## src/rtl/snake_pkg.sv

```systemverilog
// snake_pkg: shared encodings for the snake engine.
// Direction codes, FSM state codes, the fruit start offset and a turn helper.
package snake_pkg;

    typedef enum logic [1:0] {
        DIR_RIGHT = 2'd0,
        DIR_DOWN  = 2'd1,
        DIR_LEFT  = 2'd2,
        DIR_UP    = 2'd3
    } dir_t;

    // S_SEEK samples a fruit candidate, S_SCAN checks it against the body.
    typedef enum logic [3:0] {
        S_IDLE   = 4'd0,
        S_INIT   = 4'd1,
        S_WAIT   = 4'd2,
        S_STEP   = 4'd3,
        S_CHECK  = 4'd4,
        S_COMMIT = 4'd5,
        S_SEEK   = 4'd6,
        S_SCAN   = 4'd7,
        S_OVER   = 4'd8
    } state_t;

    // Initial fruit sits this many columns right of the initial head.
    localparam int FRUIT_OFS = 8;

    // Clockwise turn adds one, counter-clockwise subtracts one, both mod 4.
    function automatic dir_t rotate(input dir_t d, input logic cw);
        return cw ? dir_t'(d + 2'd1) : dir_t'(d - 2'd1);
    endfunction

endpackage

```

## src/rtl/snake_if.sv

```systemverilog
// snake_if: renderer read port of the snake engine.
// Protocol: there is no back-pressure. The renderer drives rd_idx every cycle;
// one cycle later rd_valid says whether that index was below the snake length,
// and when it was, rd_x/rd_y carry that segment. Invalid indices leave rd_x/rd_y
// holding their previous value.
interface snake_if #(
    parameter int COORD_W = 7,
    parameter int LEN_W   = 6
);
    logic [LEN_W-1:0]   rd_idx;
    logic [COORD_W-1:0] rd_x;
    logic [COORD_W-1:0] rd_y;
    logic               rd_valid;

    modport master (output rd_idx, input rd_x, input rd_y, input rd_valid);
    modport slave  (input rd_idx, output rd_x, output rd_y, output rd_valid);
endinterface

```

## src/rtl/snake_body_ring.sv

```systemverilog
// snake_body_ring: LEN_MAX-deep ring of packed {x,y} body segments.
// Segment k (0 = head) lives at slot (ptr - k) mod LEN_MAX. One write port
// (by segment index, or advance-and-write-new-head), a combinational scan read
// and a registered renderer read.
module snake_body_ring #(
    parameter int COORD_W = 7,
    parameter int LEN_MAX = 32,
    parameter int LEN_W   = 6
) (
    input  logic               clock_25,
    input  logic               reset,
    input  logic               wr_en,
    input  logic [LEN_W-1:0]   wr_seg,
    input  logic               adv,
    input  logic [COORD_W-1:0] wr_x,
    input  logic [COORD_W-1:0] wr_y,
    input  logic [LEN_W-1:0]   scan_idx,
    output logic [COORD_W-1:0] scan_x,
    output logic [COORD_W-1:0] scan_y,
    input  logic [LEN_W-1:0]   length,
    input  logic [LEN_W-1:0]   rd_idx,
    output logic [COORD_W-1:0] rd_x,
    output logic [COORD_W-1:0] rd_y,
    output logic               rd_valid
);
    localparam int PTR_W = $clog2(LEN_MAX);

    logic [2*COORD_W-1:0] mem [LEN_MAX];
    logic [PTR_W-1:0]     ptr;
    logic [PTR_W-1:0]     ptr_nxt;

    function automatic logic [PTR_W-1:0] slot(input logic [PTR_W-1:0] p,
                                              input logic [LEN_W-1:0] idx);
        return PTR_W'(LEN_W'(p) - idx);
    endfunction

    assign ptr_nxt = ptr + PTR_W'(1);
    assign {scan_x, scan_y} = mem[slot(ptr, scan_idx)];

    // Head pointer moves forward one slot on every committed move.
    always_ff @(posedge clock_25 or negedge reset) begin
        if (!reset) ptr <= '0;
        else if (adv) ptr <= ptr_nxt;
    end

    // Segment storage; a new head lands in the slot the pointer moves to.
    always_ff @(posedge clock_25) begin
        if (adv) mem[ptr_nxt] <= {wr_x, wr_y};
        else if (wr_en) mem[slot(ptr, wr_seg)] <= {wr_x, wr_y};
    end

    // Renderer read: registered, holds previous data on out-of-range index.
    always_ff @(posedge clock_25 or negedge reset) begin
        if (!reset) begin
            rd_x     <= '0;
            rd_y     <= '0;
            rd_valid <= 1'b0;
        end else begin
            rd_valid <= (rd_idx < length);
            if (rd_idx < length) {rd_x, rd_y} <= mem[slot(ptr, rd_idx)];
        end
    end
endmodule

```

## src/rtl/snake_engine.sv

```systemverilog
// snake_engine: snake game state and flow FSM. Collision and fruit-placement
// scans walk the body ring one segment per cycle.
// Build option: define SNAKE_WRAP_EN to wrap the head around grid edges
// instead of ending the game at a wall.
module snake_engine
    import snake_pkg::*;
#(
    parameter int GRID_W    = 124,
    parameter int GRID_H    = 81,
    parameter int COORD_W   = 7,
    parameter int LEN_MAX   = 32,
    parameter int LEN_W     = 6,
    parameter int BEGIN_LEN = 4,
    parameter int SCORE_W   = 8
) (
    input  logic               clock_25,
    input  logic               reset,
    input  logic               game_tik,
    input  logic               start,
    input  logic               turn_left,
    input  logic               turn_right,
    input  logic [COORD_W-1:0] rnd_x,
    input  logic [COORD_W-1:0] rnd_y,
    snake_if.slave             bus,
    output logic [COORD_W-1:0] head_x,
    output logic [COORD_W-1:0] head_y,
    output logic [COORD_W-1:0] fruit_x,
    output logic [COORD_W-1:0] fruit_y,
    output logic [LEN_W-1:0]   length,
    output logic [SCORE_W-1:0] score,
    output logic               game_over,
    output logic               busy,
    output state_t             state
);
`ifdef SNAKE_WRAP_EN
    localparam bit WRAP = 1'b1;
`else
    localparam bit WRAP = 1'b0;
`endif
    localparam logic [COORD_W-1:0] X_MAX  = COORD_W'(GRID_W - 1);
    localparam logic [COORD_W-1:0] Y_MAX  = COORD_W'(GRID_H - 1);
    localparam logic [COORD_W-1:0] X0     = COORD_W'(GRID_W / 2);
    localparam logic [COORD_W-1:0] Y0     = COORD_W'(GRID_H / 2);
    localparam logic [COORD_W-1:0] FX0    = COORD_W'(GRID_W / 2 + FRUIT_OFS);
    localparam logic [COORD_W-1:0] C_ONE  = COORD_W'(1);
    localparam logic [LEN_W-1:0]   L_ONE  = LEN_W'(1);
    localparam logic [LEN_W-1:0]   L_TWO  = LEN_W'(2);
    localparam logic [LEN_W-1:0]   L_FULL = LEN_W'(LEN_MAX);
    localparam logic [LEN_W-1:0]   L_BEG  = LEN_W'(BEGIN_LEN);

    dir_t               dir, dir_nxt;
    logic               turn_pend, turn_cw, tik_pend, eat, wall, off;
    logic [COORD_W-1:0] nx, ny, nh_x, nh_y, cand_x, cand_y;
    logic [COORD_W-1:0] scan_x, scan_y, wr_x, wr_y;
    logic [LEN_W-1:0]   cnt, check_last;
    logic               hit_nh, hit_cand, rnd_ok;

    assign game_over = (state == S_OVER);
    assign busy      = !(state inside {S_IDLE, S_WAIT, S_OVER});
    assign hit_nh    = (scan_x == nh_x) && (scan_y == nh_y);
    assign hit_cand  = (scan_x == cand_x) && (scan_y == cand_y);
    assign rnd_ok    = (rnd_x <= X_MAX) && (rnd_y <= Y_MAX);
    // When growing, the tail stays put and must be checked; at full length it drops.
    assign check_last = (eat && length != L_FULL) ? length - L_ONE : length - L_TWO;
    assign wr_x = (state == S_INIT) ? X0 - COORD_W'(cnt) : nh_x;
    assign wr_y = (state == S_INIT) ? Y0 : nh_y;

    // Next head from current head and the direction after any pending turn.
    always_comb begin
        dir_nxt = turn_pend ? rotate(dir, turn_cw) : dir;
        nx      = head_x;
        ny      = head_y;
        wall    = 1'b0;
        case (dir_nxt)
            DIR_RIGHT: if (head_x == X_MAX) begin wall = 1'b1; nx = '0;    end else nx = head_x + C_ONE;
            DIR_DOWN:  if (head_y == Y_MAX) begin wall = 1'b1; ny = '0;    end else ny = head_y + C_ONE;
            DIR_LEFT:  if (head_x == '0)    begin wall = 1'b1; nx = X_MAX; end else nx = head_x - C_ONE;
            default:   if (head_y == '0)    begin wall = 1'b1; ny = Y_MAX; end else ny = head_y - C_ONE;
        endcase
        off = wall && !WRAP;
    end

    snake_body_ring #(.COORD_W(COORD_W), .LEN_MAX(LEN_MAX), .LEN_W(LEN_W)) u_ring (
        .clock_25 (clock_25),
        .reset    (reset),
        .wr_en    (state == S_INIT),
        .wr_seg   (cnt),
        .adv      (state == S_COMMIT),
        .wr_x     (wr_x),
        .wr_y     (wr_y),
        .scan_idx (cnt),
        .scan_x   (scan_x),
        .scan_y   (scan_y),
        .length   (length),
        .rd_idx   (bus.rd_idx),
        .rd_x     (bus.rd_x),
        .rd_y     (bus.rd_y),
        .rd_valid (bus.rd_valid)
    );

    // Game-flow FSM plus the tick/turn latches and all snake registers.
    always_ff @(posedge clock_25 or negedge reset) begin
        if (!reset) begin
            state     <= S_IDLE;
            dir       <= DIR_RIGHT;
            turn_pend <= 1'b0;
            turn_cw   <= 1'b0;
            tik_pend  <= 1'b0;
            eat       <= 1'b0;
            cnt       <= '0;
            head_x    <= '0;
            head_y    <= '0;
            fruit_x   <= '0;
            fruit_y   <= '0;
            nh_x      <= '0;
            nh_y      <= '0;
            cand_x    <= '0;
            cand_y    <= '0;
            length    <= '0;
            score     <= '0;
        end else begin
            if (game_tik) tik_pend <= 1'b1;
            if (!turn_pend && (turn_left ^ turn_right)) begin
                turn_pend <= 1'b1;
                turn_cw   <= turn_right;
            end
            case (state)
                S_IDLE, S_OVER: if (start) begin
                    state   <= S_INIT;
                    cnt     <= '0;
                    head_x  <= X0;
                    head_y  <= Y0;
                    fruit_x <= FX0;
                    fruit_y <= Y0;
                    score   <= '0;
                    length  <= L_BEG;
                    dir     <= DIR_RIGHT;
                end
                S_INIT: begin
                    if (cnt == L_BEG - L_ONE) state <= S_WAIT;
                    else cnt <= cnt + L_ONE;
                end
                S_WAIT: if (tik_pend) begin
                    tik_pend <= game_tik;
                    state    <= S_STEP;
                end
                S_STEP: begin
                    dir       <= dir_nxt;
                    turn_pend <= turn_left ^ turn_right;
                    turn_cw   <= turn_right;
                    nh_x      <= nx;
                    nh_y      <= ny;
                    eat       <= (nx == fruit_x) && (ny == fruit_y);
                    cnt       <= '0;
                    state     <= off ? S_OVER : S_CHECK;
                end
                S_CHECK: begin
                    if (hit_nh) state <= S_OVER;
                    else if (cnt == check_last) state <= S_COMMIT;
                    else cnt <= cnt + L_ONE;
                end
                S_COMMIT: begin
                    head_x <= nh_x;
                    head_y <= nh_y;
                    if (eat) begin
                        if (length != L_FULL) length <= length + L_ONE;
                        if (score != '1) score <= score + SCORE_W'(1);
                        state <= S_SEEK;
                    end else begin
                        state <= S_WAIT;
                    end
                end
                S_SEEK: begin
                    cand_x <= rnd_x;
                    cand_y <= rnd_y;
                    cnt    <= '0;
                    if (rnd_ok) state <= S_SCAN;
                end
                S_SCAN: begin
                    if (hit_cand) state <= S_SEEK;
                    else if (cnt == length - L_ONE) begin
                        fruit_x <= cand_x;
                        fruit_y <= cand_y;
                        state   <= S_WAIT;
                    end else cnt <= cnt + L_ONE;
                end
                default: state <= S_IDLE;
            endcase
        end
    end
endmodule

```

## src/flat_wrapper.sv

```systemverilog
// flat-port wrapper written by rule: the top's interface ports become plain ports
module snake_engine_flat import snake_pkg::*;
#(
    parameter int GRID_W    = 124,
    parameter int GRID_H    = 81,
    parameter int COORD_W   = 7,
    parameter int LEN_MAX   = 32,
    parameter int LEN_W     = 6,
    parameter int BEGIN_LEN = 4,
    parameter int SCORE_W   = 8
)
  (clock_25, reset, game_tik, start, turn_left, turn_right, rnd_x, rnd_y, head_x, head_y, fruit_x, fruit_y, length, score, game_over, busy, state, bus_rd_idx, bus_rd_x, bus_rd_y, bus_rd_valid);
  snake_if #(.COORD_W(COORD_W), .LEN_W(LEN_W)) bus_i ();
  input  logic clock_25;
  input  logic reset;
  input  logic game_tik;
  input  logic start;
  input  logic turn_left;
  input  logic turn_right;
  input  logic [COORD_W-1:0] rnd_x;
  input  logic [COORD_W-1:0] rnd_y;
  output logic [COORD_W-1:0] head_x;
  output logic [COORD_W-1:0] head_y;
  output logic [COORD_W-1:0] fruit_x;
  output logic [COORD_W-1:0] fruit_y;
  output logic [LEN_W-1:0] length;
  output logic [SCORE_W-1:0] score;
  output logic game_over;
  output logic busy;
  output state_t state;
  input wire logic [$bits(bus_i.rd_idx)-1:0] bus_rd_idx;
  output wire logic [$bits(bus_i.rd_x)-1:0] bus_rd_x;
  output wire logic [$bits(bus_i.rd_y)-1:0] bus_rd_y;
  output wire logic [$bits(bus_i.rd_valid)-1:0] bus_rd_valid;
  assign bus_i.rd_idx = bus_rd_idx;
  assign bus_rd_x = bus_i.rd_x;
  assign bus_rd_y = bus_i.rd_y;
  assign bus_rd_valid = bus_i.rd_valid;
  snake_engine #(.GRID_W(GRID_W), .GRID_H(GRID_H), .COORD_W(COORD_W), .LEN_MAX(LEN_MAX), .LEN_W(LEN_W), .BEGIN_LEN(BEGIN_LEN), .SCORE_W(SCORE_W)) u_core (.clock_25(clock_25), .reset(reset), .game_tik(game_tik), .start(start), .turn_left(turn_left), .turn_right(turn_right), .rnd_x(rnd_x), .rnd_y(rnd_y), .bus(bus_i), .head_x(head_x), .head_y(head_y), .fruit_x(fruit_x), .fruit_y(fruit_y), .length(length), .score(score), .game_over(game_over), .busy(busy), .state(state));
endmodule
```

## config.mk

```make
export PLATFORM = sky130hd
export DESIGN_NAME = snake_engine_flat
export DESIGN_NICKNAME = d
export VERILOG_FILES = /design/src/rtl/snake_pkg.sv /design/src/rtl/snake_if.sv /design/src/rtl/snake_body_ring.sv /design/src/rtl/snake_engine.sv /design/src/flat_wrapper.sv
export SDC_FILE = /design/constraint.sdc
export NUM_CORES = 1
export LEC_CHECK = 0
export BUFFER_PORTS_ARGS = -buffer_cell sky130_fd_sc_hd__buf_2
export CORE_MARGIN = 2
export CORE_UTILIZATION = 45
export DETAILED_ROUTE_END_ITERATION = 10
export GPL_TIMING_DRIVEN = 0
export PLACE_DENSITY = 0.58
export SLEW_MARGIN = 20
export SYNTH_ARGS = -nofsm -noshare
export SYNTH_HDL_FRONTEND = slang
export SYNTH_SLANG_ARGS = --single-unit
```

## constraint.sdc

```tcl
create_clock -name clock_25 -period 4.7 [get_ports clock_25]
set_input_delay 0.47 -clock clock_25 [delete_from_list [all_inputs] [get_ports clock_25]]
set_output_delay 0.47 -clock clock_25 [all_outputs]
set_load 0.05 [all_outputs]
```

-- Yosys cells after proc, flatten, opt, wreduce, memory -nomap -nowiden
Memories as Yosys holds them, arrays and structs flattened. A register that Yosys moved wholly into a read port is not among the register bits.
Index checks and enable logic that the tools add are counted.
- bits in registers: 92
- RAM bits: 448
- input port bits: 26
- output and inout bits: 63
- logic and storage cells: 177
- memories kept: 1
- memories (name ; depth ; width ; rd ports ; clocked after Yosys merged registers in ; write ports ; line ; RTL):
    u_core.u_ring.mem ; 32 ; 14 ; 2 ; 1 ; 1 ; snake_body_ring.sv:28 ; logic [2*COORD_W-1:0] mem [LEN_MAX];
- add/sub/neg operators: 15
- magnitude comparators: 3
- equality and inequality tests: 38
- muxes and demuxes: 70
- bitwise gates (word level): 1
- reductions and logical operators: 30
- operators with widths (operator ; number):
    $mux 7 ; 13
    $pmux 7 s2 ; 6
    $mux 6 ; 10
    $eq 7x7->1 ; 6
    $mux 4 ; 9
    $pmux 4 s8 ; 1
    $pmux 6 s5 ; 1
    $mux 8 ; 3
    $mux 1 ; 17
    $eq 4x3->1 const B ; 4
    $pmux 8 s2 ; 1
    $add 7x1->7 const B ; 2
    $eq 7x7->1 const B ; 2
    $le 7x7->1 const B ; 2
    $logic_not 7->1 ; 2
    $mux 14 ; 1
    $ne 2x1->1 const B ; 7
    $reduce_or 14->1 ; 1
    $sub 7x1->7 const B ; 2
    $add 6x1->6 const B ; 2
    $eq 6x6->1 ; 2
    $ne 2x2->1 const B ; 6
    $pmux 6 s2 ; 1
    $reduce_and 4->1 ; 3
    other kinds (35) ; 53

-- Depth between registers and ports, before layout
- word-level depth: 8
- depth in mapped cells: 19
- gate-level depth less buffers: 14

-- By module
From an unflattened synthesis, not the netlist that was laid out.
- cell total of the unflattened synthesis: 1924
- area, all modules: 28456.0 sq um
- modules (own cells, without submodules) (module ; times used ; cells each ; area each (sq um) ; seq. area each (sq um)):
    snake_body_ring ; 1 ; 1201 ; 22286.4 ; 13953.4
    snake_engine ; 1 ; 723 ; 6169.7 ; 2152.1

-- Worst setup path after synthesis
No wires, ideal clock.
- kind: reg2reg
- from: reg u_core.u_ring.ptr[0]
- to: reg u_core.state[0]
- setup time: 127 ps
- data arrival time: 4028 ps
- required time: 4573 ps
- path slack: 545 ps
- stages on the path, launching flop included: 17
- buffers on the path: 3
- period minus slack after synthesis: 4155 ps
- cells stage by stage: dfrtp_1 -> inv_1 -> ha_1 -> inv_1 -> fa_1 -> buf_2 -> buf_4 -> buf_2 -> mux4_2 -> mux2i_1 -> o22ai_1 -> nor2_1 -> xor2_1 -> nand4_1 -> nor4_1 -> o221a_2 -> mux2_1
- cells in the longest elaborated chain, start to end: 6
- elaborated cells on any way between the ends: 14
- those cells by class: add/sub: 1; eq/ne: 6; mux: 3; reduce/logical: 3; memory: 1
- RTL lines (element ; line ; RTL):
    from (decl) ; snake_body_ring.sv:29 ; logic [PTR_W-1:0] ptr;
    from (signal assigned) ; snake_body_ring.sv:43 ; else if (adv) ptr <= ptr_nxt;
    $sub 5x5->5 * ; snake_body_ring.sv:34 ; return PTR_W'(LEN_W'(p) - idx);
    $mem_v2 32x14 * ; - ;
    $eq 7x7->1, on equally long branches ; snake_engine.sv:61, snake_engine.sv:60 ;
    $logic_and 1x1->1, on equally long branches ; snake_engine.sv:61, snake_engine.sv:60 ;
    $mux 4 (tied with other cells) ; snake_engine.sv:180 ; if (hit_cand) state <= S_SEEK;
    $pmux 4 s8 or $reduce_and 6->1 (tied branches) ; - ;
    to (signal assigned) ; snake_engine.sv:155 ; state <= off ? S_OVER : S_CHECK;
    to (decl) ; snake_engine.sv:33 ; output state_t state
Every way passes the cells marked *; elsewhere a longest branch is shown, timed or not.
A chain may end at the register's enable or synchronous reset.

-- Final worst setup path
- from: reg u_core.u_ring.ptr[0]
- to: reg u_core.u_ring.rd_y[1], read port of u_core.u_ring.mem
- cells in the longest elaborated chain, start to end: 1
- RTL lines (element ; line ; RTL):
    $sub 5x5->5 ; snake_body_ring.sv:34 ;
    to (decl) ; snake_body_ring.sv:23 ; output logic [COORD_W-1:0] rd_y,
Every way passes these cells.

==> results.ini <==
[outcome]
status=finished, violations left
violations=negative setup slack

[synth]
netlist_area_sq_um=27950
syn_inst=1794
syn_area_per_cell_sq_um=15.58
synth_top_area_share=0.4814
synthDistinctLibCells=78
synth_top_flop_cell=edfxtp_1
synth_top_area_cell=edfxtp_1
synth.area.top_cells=edfxtp_1 48%, mux4_2 20%, dfrtp_1 9.5%
syn-num-nets=1849
synth.yosys.seq_area_share=0.5763
synth_edf_count=448
async_flop_share=0.1913
ys_ff_latch=554
yosys_warnings=0

[floorplanning]
die-area_sq_um=64110
start_util=0.4537
ios=89
die_w_um=253.2
rows=91
core_sq_um=61600
die_h_um=253.2

[route]
routed_wl_mm=89.22
dr.pass1.iters=6
routed_via_density=6.479
ant_nets=0
drc=0
drt_iter0_markers=2371
num_vias=18610
wl_per_cell_um=31.07

[setup_path]
start_kind=flop
path_class=flop to flop
cp_cell_sequence=inv_2 -> ha_1 -> inv_1 -> fa_1 -> clkbuf_1 -> clkbuf_1 -> mux4_2 -> mux4_2 -> mux2i_1 -> a21oi_1
setup.worst_path.end_class=flop
cp_max_fo=10
reg2reg_depth=10
r2r_start=u_core.u_ring.ptr[0]
crit_arrival_ns=5.25
timing.rr.end=u_core.u_ring.rd_y[1]
critical-path-max-stage-delay_ns=0.88
r2r_slack_ns=-0.06
critical_path_required_ns=5.19
cp_slowest_cell=clkbuf_1

[grt]
grt_use_total=0.2821
grt_max_degree=69
first_global_vias=18380
grt_first_pass_wirelength_mm=128.2
antenna_found_initial=0
grt-ovfl-total=0

[timing]
slew_headroom=0.2438
slew_violations=0
layout_min_cycle_time_ns=4.761
finalHoldViolations=0
fin_crit_sh=1.013
clock_skew_ns=0.01960
fmax_ghz=0.2100
worst_pin_slew_ns=1.132
layout_setup_ws_ns=-0.06112
fin_tns_setup_ns=-0.06112
setup_viol_count_final=1

[clock_network]
clock-root-buffer=clkbuf_16
cts_num_sinks=554
cts_buffers=60
clk_pin_slew_ns=0.07
cts_buffer_depth=3
clk_latency_ns=0.64
cts_tree=yes
htreeDepth=2

[cells_and_area]
multi_input_area_sq_um=11670
stdcell_area_sq_um=32740
drive_gt1_frac=0.3186
area_growth_pct=17.15
seqCellArea_sq_um=16110
fin_cells=2872
nNetsFinal=2040
fillCellCount=4950
fin_util=0.5315

[worst_hold_path]
min_path_cells=2
hold_path_class=input pin to flop
hp-start=game_tik
hold_end=u_core.tik_pend

[place]
dpl.hpwl_mm=63.27
portBuffers=88
place.gp.congestion=0.9128
dp.cells=2746
placed_area_sq_um=30140

[run]
maxCapViolations=0

registers in the layout, indices dropped and copies added, names as in the netlist, 2 cells and up:
signal and flops:
u_core.cand_x 7, u_core.u_ring.rd_x 7, u_core.state 4, u_core.nh_y 7, u_core.nh_x 7, u_core.u_ring.mem 448, u_core.u_ring.ptr 5, u_core.cand_y 7
u_core.head_y 7, u_core.score 8, u_core.head_x 7, u_core.fruit_x 7, u_core.length 6, u_core.cnt 6, u_core.dir 2, u_core.fruit_y 7
u_core.u_ring.rd_y 7
what timing repair did:
item,CTS,global route
resized for setup,79,36
pin swaps,8,10
cloned,0,0
hold endpoints to repair,38,0
hold buffers,1,0
endpoints found under the setup margin,28,26
setup buffers,7,8
cell type report:
cell class	count	area share
diodes	1	0.00007644
clock inverters	33	0.009554
well taps	837	0.03199
clock buffers	78	0.05075
flip-flops and latches	554	0.4920
multi-input cells	1082	0.3566
plain buffers	115	0.02350
inverters	41	0.004701
repair buffers	131	0.03080
metrics by stage:
| stage | worst slack, ns | hold slack (ns) |
|---|---|---|
| floorplan | 0.5449 | 0.1744 |
| global placement | -0.9713 | 0.4676 |
| detailed placement | -0.9426 | 0.4302 |
| CTS | 0.003270 | 0.001870 |
| global route | -0.02646 | 0.02092 |
| finish | -0.06112 | 0.02448 |
critical path, delay by kind of cell (launching register included):
| kind | cells | cell delay, ns |
|---|---|---|
| adder cells (fa/ha/maj) | 2 | 0.82 |
| multiplexers | 3 | 1.55 |
| buffers and inverters | 4 | 1.62 |
| AO/OA/AOI/OAI | 1 | 0.16 |
| flip-flops | 1 | 0.45 |
per-layer routing:
layer,GRT usage,share of wire
met5,0,0
met4,0.1187,0.046
met3,0.05715,0.10
met2,0.4582,0.48
met1,0.3718,0.37
how the worst max path moves through the flow:
| stage | from | endpoint | slack, ns | depth (start not counted) |
|---|---|---|---|---|
| 2_1_floorplan | u_core.u_ring.ptr[0] | u_core.state[0] | 0.54 | 16 |
| 3_3_place_gp | u_core.u_ring.ptr[0] | u_core.state[0] | -0.97 | 16 |
| 3_5_place_dp | u_core.u_ring.ptr[0] | u_core.state[0] | -0.94 | 16 |
| 4_1_cts | u_core.u_ring.ptr[0] | u_core.cnt[5] | 0.003 | 16 |
| 5_1_grt | u_core.u_ring.ptr[0] | u_core.cnt[5] | -0.03 | 15 |
| 6_report | u_core.u_ring.ptr[0] | u_core.u_ring.rd_y[1] | -0.06 | 10 |
cells in the final DEF (no fill, tap or decap), types with 17 or more instances in the layout:
| cell | count |
|---|---|
| mux2i_1 | 46 |
| o21ai_0 | 69 |
| buf_6 | 24 |
| nor2_2 | 21 |
| edfxtp_1 | 448 |
| a21oi_1 | 51 |
| nand2_1 | 107 |
| nor2_1 | 71 |
| nand3_1 | 42 |
| nor3_1 | 17 |
| buf_2 | 100 |
| mux4_2 | 244 |
| clkbuf_1 | 65 |
| ha_1 | 27 |
| dfrtp_1 | 104 |
| xnor2_1 | 35 |
| inv_1 | 38 |
| xor2_1 | 36 |
| mux2_2 | 21 |
| clkbuf_16 | 62 |
| buf_4 | 24 |
synthesized netlist by cell type (all sizes together), types with 37 or more instances:
master	count
edfxtp	448
mux4	252
nand2	107
nor2	107
dfrtp	106
o21ai	82
clkbuf	68
mux2i	62
a21oi	53
buf	49
nand3	42
inv	40
xnor2	37
xor2	37
logic make-up (layout without fill, tap and decap cells):
logic type | after synthesis | count (layout) | synth area share
fa+ha+maj | 29 | 29 | 0.01352
xor+xnor | 74 | 74 | 0.02319
simple gates | 374 | 374 | 0.06371
flops | 554 | 554 | 0.5763
mux | 338 | 338 | 0.2360
other cells | 0 | 1 | 0
buf+inv | 158 | 398 | 0.02547
compound gates | 267 | 267 | 0.06178
Power is not shown: default switching activity piles up to over one toggle a cycle in this logic, so the estimate is an artifact.
